`config.mk`:
```
export PLATFORM = sky130hd
export DESIGN_NAME = dmem_arbiter
export DESIGN_NICKNAME = d
export VERILOG_FILES = /design/src/rtl/dmem_arbiter_pkg.sv /design/src/rtl/dmem_align_chk.sv /design/src/rtl/dmem_arbiter.sv
export SDC_FILE = /design/constraint.sdc
export NUM_CORES = 1
export LEC_CHECK = 0
export CAP_MARGIN = 20
export CELL_PAD_IN_SITES_DETAIL_PLACEMENT = 0
export CELL_PAD_IN_SITES_GLOBAL_PLACEMENT = 1
export CORE_MARGIN = 2
export CORE_UTILIZATION = 33
export DETAILED_ROUTE_END_ITERATION = 16
export MAX_ROUTING_LAYER = met4
export PLACE_DENSITY_LB_ADDON = 0.1
export SKIP_CTS_REPAIR_TIMING = 1
export SYNTH_ARGS = -nofsm -noshare
export SYNTH_HDL_FRONTEND = slang
export SYNTH_SLANG_ARGS = --single-unit
```
`constraint.sdc`:
```
create_clock -name clk -period 3.9 [get_ports clk]
set_input_delay 0.39 -clock clk [delete_from_list [all_inputs] [get_ports clk]]
set_output_delay 0.39 -clock clk [all_outputs]
set_load 0.03 [all_outputs]
```
`src/rtl/dmem_arbiter_pkg.sv`:
```
// Shared definitions for the data-memory arbiter: FSM states, MEM-stage size
// codes, the default watchdog limit and the latched request record.
package dmem_arbiter_pkg;

  localparam int unsigned DMEM_TIMEOUT = 255;

  localparam logic [2:0] SEL_BYTE = 3'b000;
  localparam logic [2:0] SEL_HALF = 3'b001;
  localparam logic [2:0] SEL_WORD = 3'b010;

  typedef enum logic [1:0] {
    STATE_IDLE = 2'd0,
    STATE_BUSY = 2'd1,
    STATE_RESP = 2'd2
  } state_t;

  typedef struct packed {
    logic [31:0] addr;
    logic        we;
    logic [2:0]  sel;
    logic [31:0] wdata;
  } mem_req_t;

endpackage

```
`src/rtl/dmem_align_chk.sv`:
```
// Flags an access whose size does not match its address alignment; also
// usable by the MEM stage to raise a misaligned-access trap.
module dmem_align_chk
  import dmem_arbiter_pkg::*;
(
  input  logic [1:0] addr_lo,
  input  logic [2:0] sel,
  output logic       misaligned
);

  always_comb begin
    case (sel)
      SEL_BYTE: misaligned = 1'b0;
      SEL_HALF: misaligned = addr_lo[0];
      SEL_WORD: misaligned = |addr_lo;
      default:  misaligned = 1'b1;  // reserved size codes are never legal
    endcase
  end

endmodule

```
`src/rtl/dmem_arbiter.sv`:
```
// Round-robin arbiter sharing the core data-memory port between the MEM stage
// (master 0) and the debug/DMA port (master 1), with watchdog and alignment check.
module dmem_arbiter
  import dmem_arbiter_pkg::*;
#(
  parameter int unsigned TIMEOUT = DMEM_TIMEOUT,
  parameter int unsigned CNT_W   = 8
) (
  input  logic        clk,
  input  logic        rst,
  input  logic        m0_req_i,
  input  logic [31:0] m0_addr_i,
  input  logic        m0_we_i,
  input  logic [2:0]  m0_sel_i,
  input  logic [31:0] m0_wdata_i,
  output logic [31:0] m0_rdata_o,
  output logic        m0_ready_o,
  output logic        m0_err_o,
  input  logic        m1_req_i,
  input  logic [31:0] m1_addr_i,
  input  logic        m1_we_i,
  input  logic [2:0]  m1_sel_i,
  input  logic [31:0] m1_wdata_i,
  output logic [31:0] m1_rdata_o,
  output logic        m1_ready_o,
  output logic        m1_err_o,
  output logic        stall_o,
  output logic        bus_ce_o,
  output logic        bus_we_o,
  output logic [31:0] bus_addr_o,
  output logic [2:0]  bus_sel_o,
  output logic [31:0] bus_wdata_o,
  input  logic [31:0] bus_rdata_i,
  input  logic        bus_ready_i
);

  state_t           state;
  mem_req_t         lat, cand;
  logic             owner, last_owner;
  logic [CNT_W-1:0] cnt;

  logic elig0, elig1, grant_any, grant_m1, misaligned, timed_out;
  logic fin, fin_err, fin_m1;
  logic [31:0] fin_data;

  // A master is not re-granted while its completion pulse is still visible.
  assign elig0     = m0_req_i & ~m0_ready_o;
  assign elig1     = m1_req_i & ~m1_ready_o;
  assign grant_any = elig0 | elig1;
  assign grant_m1  = (elig0 & elig1) ? ~last_owner : elig1;

  assign cand = grant_m1 ? '{addr: m1_addr_i, we: m1_we_i, sel: m1_sel_i, wdata: m1_wdata_i}
                         : '{addr: m0_addr_i, we: m0_we_i, sel: m0_sel_i, wdata: m0_wdata_i};

  dmem_align_chk u_align_chk (
    .addr_lo    (cand.addr[1:0]),
    .sel        (cand.sel),
    .misaligned (misaligned)
  );

  assign timed_out = (cnt == CNT_W'(TIMEOUT - 1));

  // Completion decode shared by the misaligned, bus-ready and watchdog paths.
  always_comb begin
    // NOTE: every always_comb output gets a default first so no path infers a latch.
    fin      = 1'b0;
    fin_err  = 1'b0;
    fin_data = '0;
    case (state)
      STATE_IDLE: begin
        if (grant_any && misaligned) begin
          fin     = 1'b1;
          fin_err = 1'b1;
        end
      end
      STATE_BUSY: begin
        if (bus_ready_i) begin
          fin      = 1'b1;
          fin_data = lat.we ? 32'd0 : bus_rdata_i;
        end else if (timed_out) begin
          fin     = 1'b1;
          fin_err = 1'b1;
        end
      end
      default: ;
    endcase
  end

  assign fin_m1 = (state == STATE_IDLE) ? grant_m1 : owner;

  // NOTE: all sequential state uses non-blocking assignments so every register
  // samples pre-edge values regardless of statement order.
  always_ff @(posedge clk or negedge rst) begin
    if (!rst) begin
      state      <= STATE_IDLE;
      lat        <= '0;
      owner      <= 1'b0;
      last_owner <= 1'b1;
      cnt        <= '0;
      bus_ce_o   <= 1'b0;
      m0_ready_o <= 1'b0;
      m0_err_o   <= 1'b0;
      m0_rdata_o <= '0;
      m1_ready_o <= 1'b0;
      m1_err_o   <= 1'b0;
      m1_rdata_o <= '0;
    end else begin
      m0_ready_o <= 1'b0;
      m0_err_o   <= 1'b0;
      m1_ready_o <= 1'b0;
      m1_err_o   <= 1'b0;

      if (fin) begin
        if (fin_m1) begin
          m1_ready_o <= 1'b1;
          m1_err_o   <= fin_err;
          m1_rdata_o <= fin_data;
        end else begin
          m0_ready_o <= 1'b1;
          m0_err_o   <= fin_err;
          m0_rdata_o <= fin_data;
        end
      end

      case (state)
        STATE_IDLE: begin
          if (grant_any) begin
            lat        <= cand;
            owner      <= grant_m1;
            last_owner <= grant_m1;
            cnt        <= '0;
            if (misaligned) begin
              state <= STATE_RESP;
            end else begin
              state    <= STATE_BUSY;
              bus_ce_o <= 1'b1;
            end
          end
        end
        STATE_BUSY: begin
          cnt <= cnt + 1'b1;
          if (fin) begin
            state    <= STATE_RESP;
            bus_ce_o <= 1'b0;
          end
        end
        STATE_RESP: begin
          state <= STATE_IDLE;
          cnt   <= '0;
        end
        default: state <= STATE_IDLE;
      endcase
    end
  end

  assign bus_we_o    = lat.we;
  assign bus_addr_o  = lat.addr;
  assign bus_sel_o   = lat.sel;
  assign bus_wdata_o = lat.wdata;

  assign stall_o = m0_req_i & ~m0_ready_o;

endmodule
```
Yosys cells after proc, flatten, opt, wreduce, memory -nomap -nowiden
Cells that the tools add are included.
Word-level totals
  logic and storage cells: 75
  register bits: 149
  output and inout bits: 138
Cells by class
  muxes and demuxes: 31
  equality and inequality tests: 8
  bitwise logic cells: 8
  $add $sub $neg: 1
  reduce and logical (&&, ||, !) cells: 12
Operator list (count)
  2-to-1 mux 32 bit: 3
  2-to-1 mux 68 bit: 1
  case mux 8 bit (3 select lines): 1
  2-to-1 mux 1 bit: 17
  AND reduction 2 bit: 5
  adder 8 x 1 -> 8 bit (second input constant): 1
  equality test 8 bit (second input constant): 1
  2-to-1 mux 8 bit: 1
  2-to-1 mux 2 bit: 3
  != test 2 bit (second input constant): 3
  case mux 1 bit (2 select lines): 3
  NOT 1 bit: 4
  case mux 2 bit (2 select lines): 1
  AND reduction 4 bit: 1
  AND 1 bit: 3
  equality test 3 x 1 -> 1 bit (second input constant): 1
  equality test 3 x 2 -> 1 bit (second input constant): 1
  logical NOT 3 bit: 1
  case mux 1 bit (3 select lines): 1
  nonzero test 3 bit: 1
  equality test 2 x 1 -> 1 bit (second input constant): 1
  equality test 2 bit (second input constant): 1
  logical NOT 2 bit: 1
  nonzero test 2 bit: 1
  other kinds (3): 3

Depth between registers and ports, before layout
  word-level depth: 12
  mapped depth: 8

Cells and area by module
Synthesis repeated with hierarchy kept, for this count alone.
Unflattened totals
  cells, all modules: 533
  area total of the unflattened synthesis: 6416.2 um^2
By module, submodules not included
  dmem_arbiter: area each 6398.6 um^2, cells each 530, instances 1
  dmem_align_chk: area each 17.5 um^2, cells each 3, instances 1

Worst setup path after synthesis
Ideal clock, no wire load.
  path type: reg2reg
  from: register m0_ready_o
  to: register m0_rdata_o[19]
  period minus slack after synthesis: 2.036 ns
  setup time: 0.118 ns
  data arrival time: 1.918 ns
  cell stages (with the launch flop): 7
  path slack: 1.864 ns
  data required time: 3.782 ns
  path through: dfrtp_1 -> and2b_1 -> o21ai_2 -> a211oi_2 -> o21ai_4 -> buf_6 -> a21o_1
On the way
  word-level cells in the longest chain between the ends: 11
  elaborated cells between the ends (all ways): 17
  classes of those cells: eq/ne: 2; mux: 6; bitwise: 5; reduce/logical: 4
RTL lines
  start, declared: line dmem_arbiter.sv:17  | output logic m0_ready_o,
  start signal, assigned: line dmem_arbiter.sv:101  | m0_ready_o <= 1'b0;
  start signal, assigned: line dmem_arbiter.sv:108  | m0_ready_o <= 1'b0;
  start signal, assigned: line dmem_arbiter.sv:119  | m0_ready_o <= 1'b1;
  NOT 1 bit *
  AND 1 bit *
  named net stall_o: line dmem_arbiter.sv:27  | output logic stall_o,
  AND 1 bit: line dmem_arbiter.sv:50  | assign grant_m1 = (elig0 & elig1) ? ~last_owner : elig1;
  2-to-1 mux 1 bit: line dmem_arbiter.sv:50
  2-to-1 mux 68 bit: line dmem_arbiter.sv:52  | assign cand = grant_m1 ? '{addr: m1_addr_i, we: m1_we_i, sel: m1_sel_i, wdata: m1_wdata_i}
  equality test 3 x 2 -> 1 bit (tied with other cells): line dmem_align_chk.sv:12  | case (sel)
  case mux 1 bit (3 select lines): line dmem_align_chk.sv:12
  logical AND 1 bit: line dmem_arbiter.sv:71  | if (grant_any && misaligned) begin
  2-to-1 mux 1 bit: line dmem_arbiter.sv:71
  case mux 1 bit (2 select lines): line dmem_arbiter.sv:69  | case (state)
  AND reduction 2 bit (no source line) *
  end signal, assigned: line dmem_arbiter.sv:121  | m0_rdata_o <= fin_data;
  end, declared: line dmem_arbiter.sv:16  | output logic [31:0] m0_rdata_o,
The timed path passes the listed nets; every way through them passes the cells marked *.
A chain may end at the register's enable or synchronous reset.

Worst setup path in the final report
  from: input m1_req_i
  to: register m0_rdata_o[3]
On the way
  word-level cells in the longest chain between the ends: 10
  elaborated cells between the ends (all ways): 16
  classes of those cells: eq/ne: 2; mux: 6; bitwise: 4; reduce/logical: 4
RTL lines
  start, declared: line dmem_arbiter.sv:19  | input logic m1_req_i,
  AND 1 bit *: line dmem_arbiter.sv:48  | assign elig1 = m1_req_i & ~m1_ready_o;
  AND 1 bit: line dmem_arbiter.sv:50
  2-to-1 mux 1 bit: line dmem_arbiter.sv:50
  2-to-1 mux 68 bit: line dmem_arbiter.sv:52
  equality test 3 x 2 -> 1 bit (tied with other cells): line dmem_align_chk.sv:12
  case mux 1 bit (3 select lines): line dmem_align_chk.sv:12
  logical AND 1 bit: line dmem_arbiter.sv:71
  2-to-1 mux 1 bit: line dmem_arbiter.sv:71
  case mux 1 bit (2 select lines): line dmem_arbiter.sv:69
  AND reduction 2 bit (no source line) *
Every way passes the cells marked *; elsewhere a longest branch is shown, timed or not.

==> impl_metrics.toml <==
[global_routing]
antenna_found_initial = 0
grt.total_usage = 0.200
gr-total-overflow = 0
grt_pass1_vias = 5948
grt_max_degree = 94
grt_first_pass_wirelength_mm = 32.4

[timing]
fin_crit_sh = 0.691
period_minus_slack_ns = 2.69
finalSetupViolations = 0
finalHoldViolCount = 0
relSlewSlack = 0.411
tns_ns = 0
fin_skew_ns = 0.0109
rsz0062_at_grt = "no"
fmax_mhz = 371
slew_viol_final = 0
worst_pin_slew_ns = 0.883
worst_slack_ns = 1.21

[floorplanning]
fp.dieW_um = 145
ios = 311
fp.dieArea_um2 = 21100
initial_core_util = 0.337
rows = 51
core-area_um2 = 19500
die_h_um = 145

[cells_and_area]
multi_input_area_um2 = 2630
area_growth_pct = 60.1
fill_cells = 1722
drive_gt1_frac = 0.0626
fin_util = 0.540
ff_latch_area_um2 = 3730
fin_nets = 1105
antenna_cells = 0

[drt]
antenna_left = 0
vias = 5589
drc = 0
viasPerCell = 4.63
drt_iter0_markers = 202
wl_per_cell_um = 16.8
routed_wl_mm = 20.3
dr.pass1.iters = 4

[synthesis]
avgSynthCellArea_um2 = 10.4
synth_top_area_cell = "dfrtp_1"
synth_nets = 806
synth.distinct_cells = 39
synth_area_um2 = 6590
synth_top_cells_by_area = "dfrtp_1 (56%), mux2i_1 (10%), a21o_1 (7.5%), nand2_1 (6.2%), o21ai_1 (5.3%)"
synth_cells = 631
synth_top_cell_area_share = 0.562
ys_seq_elements = 149
yosys_warnings = 0
ys_seq_area_frac = 0.566

[pwr]
power_w = 0.00864
p_int_w = 0.00496
swShare = 0.426
power_switching_w = 0.00368
p_leak_nw = 5.26
p_seq_frac = 0.291
p_per_area_nw_per_um2 = 819
clkPwrFrac = 0.202
ir_drop_v = 0.000436
pwr-share-comb = 0.507

[placement]
globalplace.congestion = 0.812
place_ws_ns = 0.736
io_buffers = 310
dp_hpwl_mm = 15.0

[clock_network]
cts_made_buffers = 17
worst_skew_pair.late_latency_ns = 0.42
root_buffer = "clkbuf_16"
cts_tree = "built"
htreeDepth = 4
clock_sinks = 149
path_clk_slew_ns = 0.06
clk_path_buf_depth = 2

[hold_path]
min_path_type = "input pin to async pin"

[worst_setup_path]
arrival_ns = 3.00
worstSetupStartpointType = "input pin"
critPathKind = "input pin to flip-flop"
crit_required_ns = 4.21
worstPathMaxFanout = 35
crit_path_end_kind = "flip-flop"

[status]
status = "completed"

[flow_run]
max_cap_viol_count = 0
[placed cells by master, fill, tap and decap left out, drive strengths merged]
cell,count
nor2,76
nor2b,3
clkdlybuf4s50,309
inv,12
ha,2
nor3b,1
nand3,1
and3,2
o31ai,1
clkbuf,18
a21bo,1
bufinv,3
dfrtp,148
mux2i,68
and2,1
clkinv,3
nand2,109
a21o,66
nand2b,1
clkinvlp,1
a211oi,1
a21oi,5
nand4,3
and2b,1
or3,2
a221oi,1
buf,11
o21a,2
nand3b,1
dfstp,1
a31oi,2
o21ai,85
o22ai,1
o32ai,1
[critical path, cell delays in order]
cell and delay, ns:
clkdlybuf4s50_1 0.45, nor2b_1 0.60, nand2_4 0.57, o21ai_4 0.33, buf_4 0.38, nor2_1 0.10
a21o_1 0.16
[flip-flops by register name, summed over array words and instances, names as in the netlist, 2 cells and up]
name,cells
bus_sel_o,3
bus_addr_o,32
cnt,8
bus_wdata_o,32
state,2
m0_rdata_o,32
m1_rdata_o,32
[Yosys cell counts, drive strengths merged]
master	number
a21bo	1
ha	2
clkbuf	10
and2	1
nand2	109
and3	2
o21ai	85
a21o	66
a31oi	2
mux2i	68
nor3b	1
a221oi	1
inv	5
nor2	76
nor2b	3
a211oi	1
dfrtp	148
dfstp	1
o31ai	1
a21oi	5
nand3b	1
buf	30
o32ai	1
nand4	3
nand3	1
or3	2
o21a	2
and2b	1
o22ai	1
nand2b	1
[kinds of logic after synthesis]
family          after synthesis  share of synthesized area
flops                       149                      0.566
mux                          68                      0.103
compound gates              166                      0.165
simple gates                201                      0.124
buf+inv                      45                     0.0378
fa+ha+maj                     2                    0.00380
[power by group through the flow]
| stage | combinational [W] | sequential, W | clock, W |
|---|---|---|---|
| floorplan | 0.00145 | 0.00367 | 0 |
| global placement | 0.00437 | 0.00252 | 0 |
| detailed placement | 0.00444 | 0.00254 | 0 |
| CTS | 0.00445 | 0.00252 | 0.00180 |
| global route | 0.00468 | 0.00260 | 0.00187 |
| finish | 0.00438 | 0.00251 | 0.00175 |
[final cells by class]
type / instances / area share
clock buffer: 18 / 0.0416
sequential: 149 / 0.354
timing repair buffer: 320 / 0.304
multi-input combinational: 437 / 0.249
clock inverter: 14 / 0.0180
tap: 265 / 0.0314
inverter: 5 / 0.00178
[stage by stage]
step / area (um2) / cells / hold WS (ns)
floorplan: 6590 / 631 / 0.0944
global placement: 9890 / 1175 / 0.460
detailed placement: 9920 / 1176 / 0.464
CTS: 10600 / 1208 / 0.0854
global route: 10600 / 1208 / 0.0925
finish: 10600 / 1208 / 0.0262
[routing by layer]
metal,share of wire,GRT usage
met3,0.070,0.0629
met4,0.017,0.0623
met2,0.50,0.331
met1,0.42,0.234
met5,0,-
[path summary, 6_finish.rpt]
check	from	endpoint	slack (ns)	cells past startpoint
hold / removal	rst	bus_addr_o[14]	0.03	1
setup / recovery	m1_req_i	m0_rdata_o[3]	1.21	7
max in group asynchronous	rst	bus_wdata_o[31]	2.99	2
setup reg to reg	m1_ready_o	m0_rdata_o[3]	1.25	6
min in group clk	m0_rdata_o[8]	m0_rdata_o[8]	0.48	1
hold reg to reg	m0_rdata_o[8]	m0_rdata_o[8]	0.48	1
Note: power is estimated with default switching activity, not from simulation.
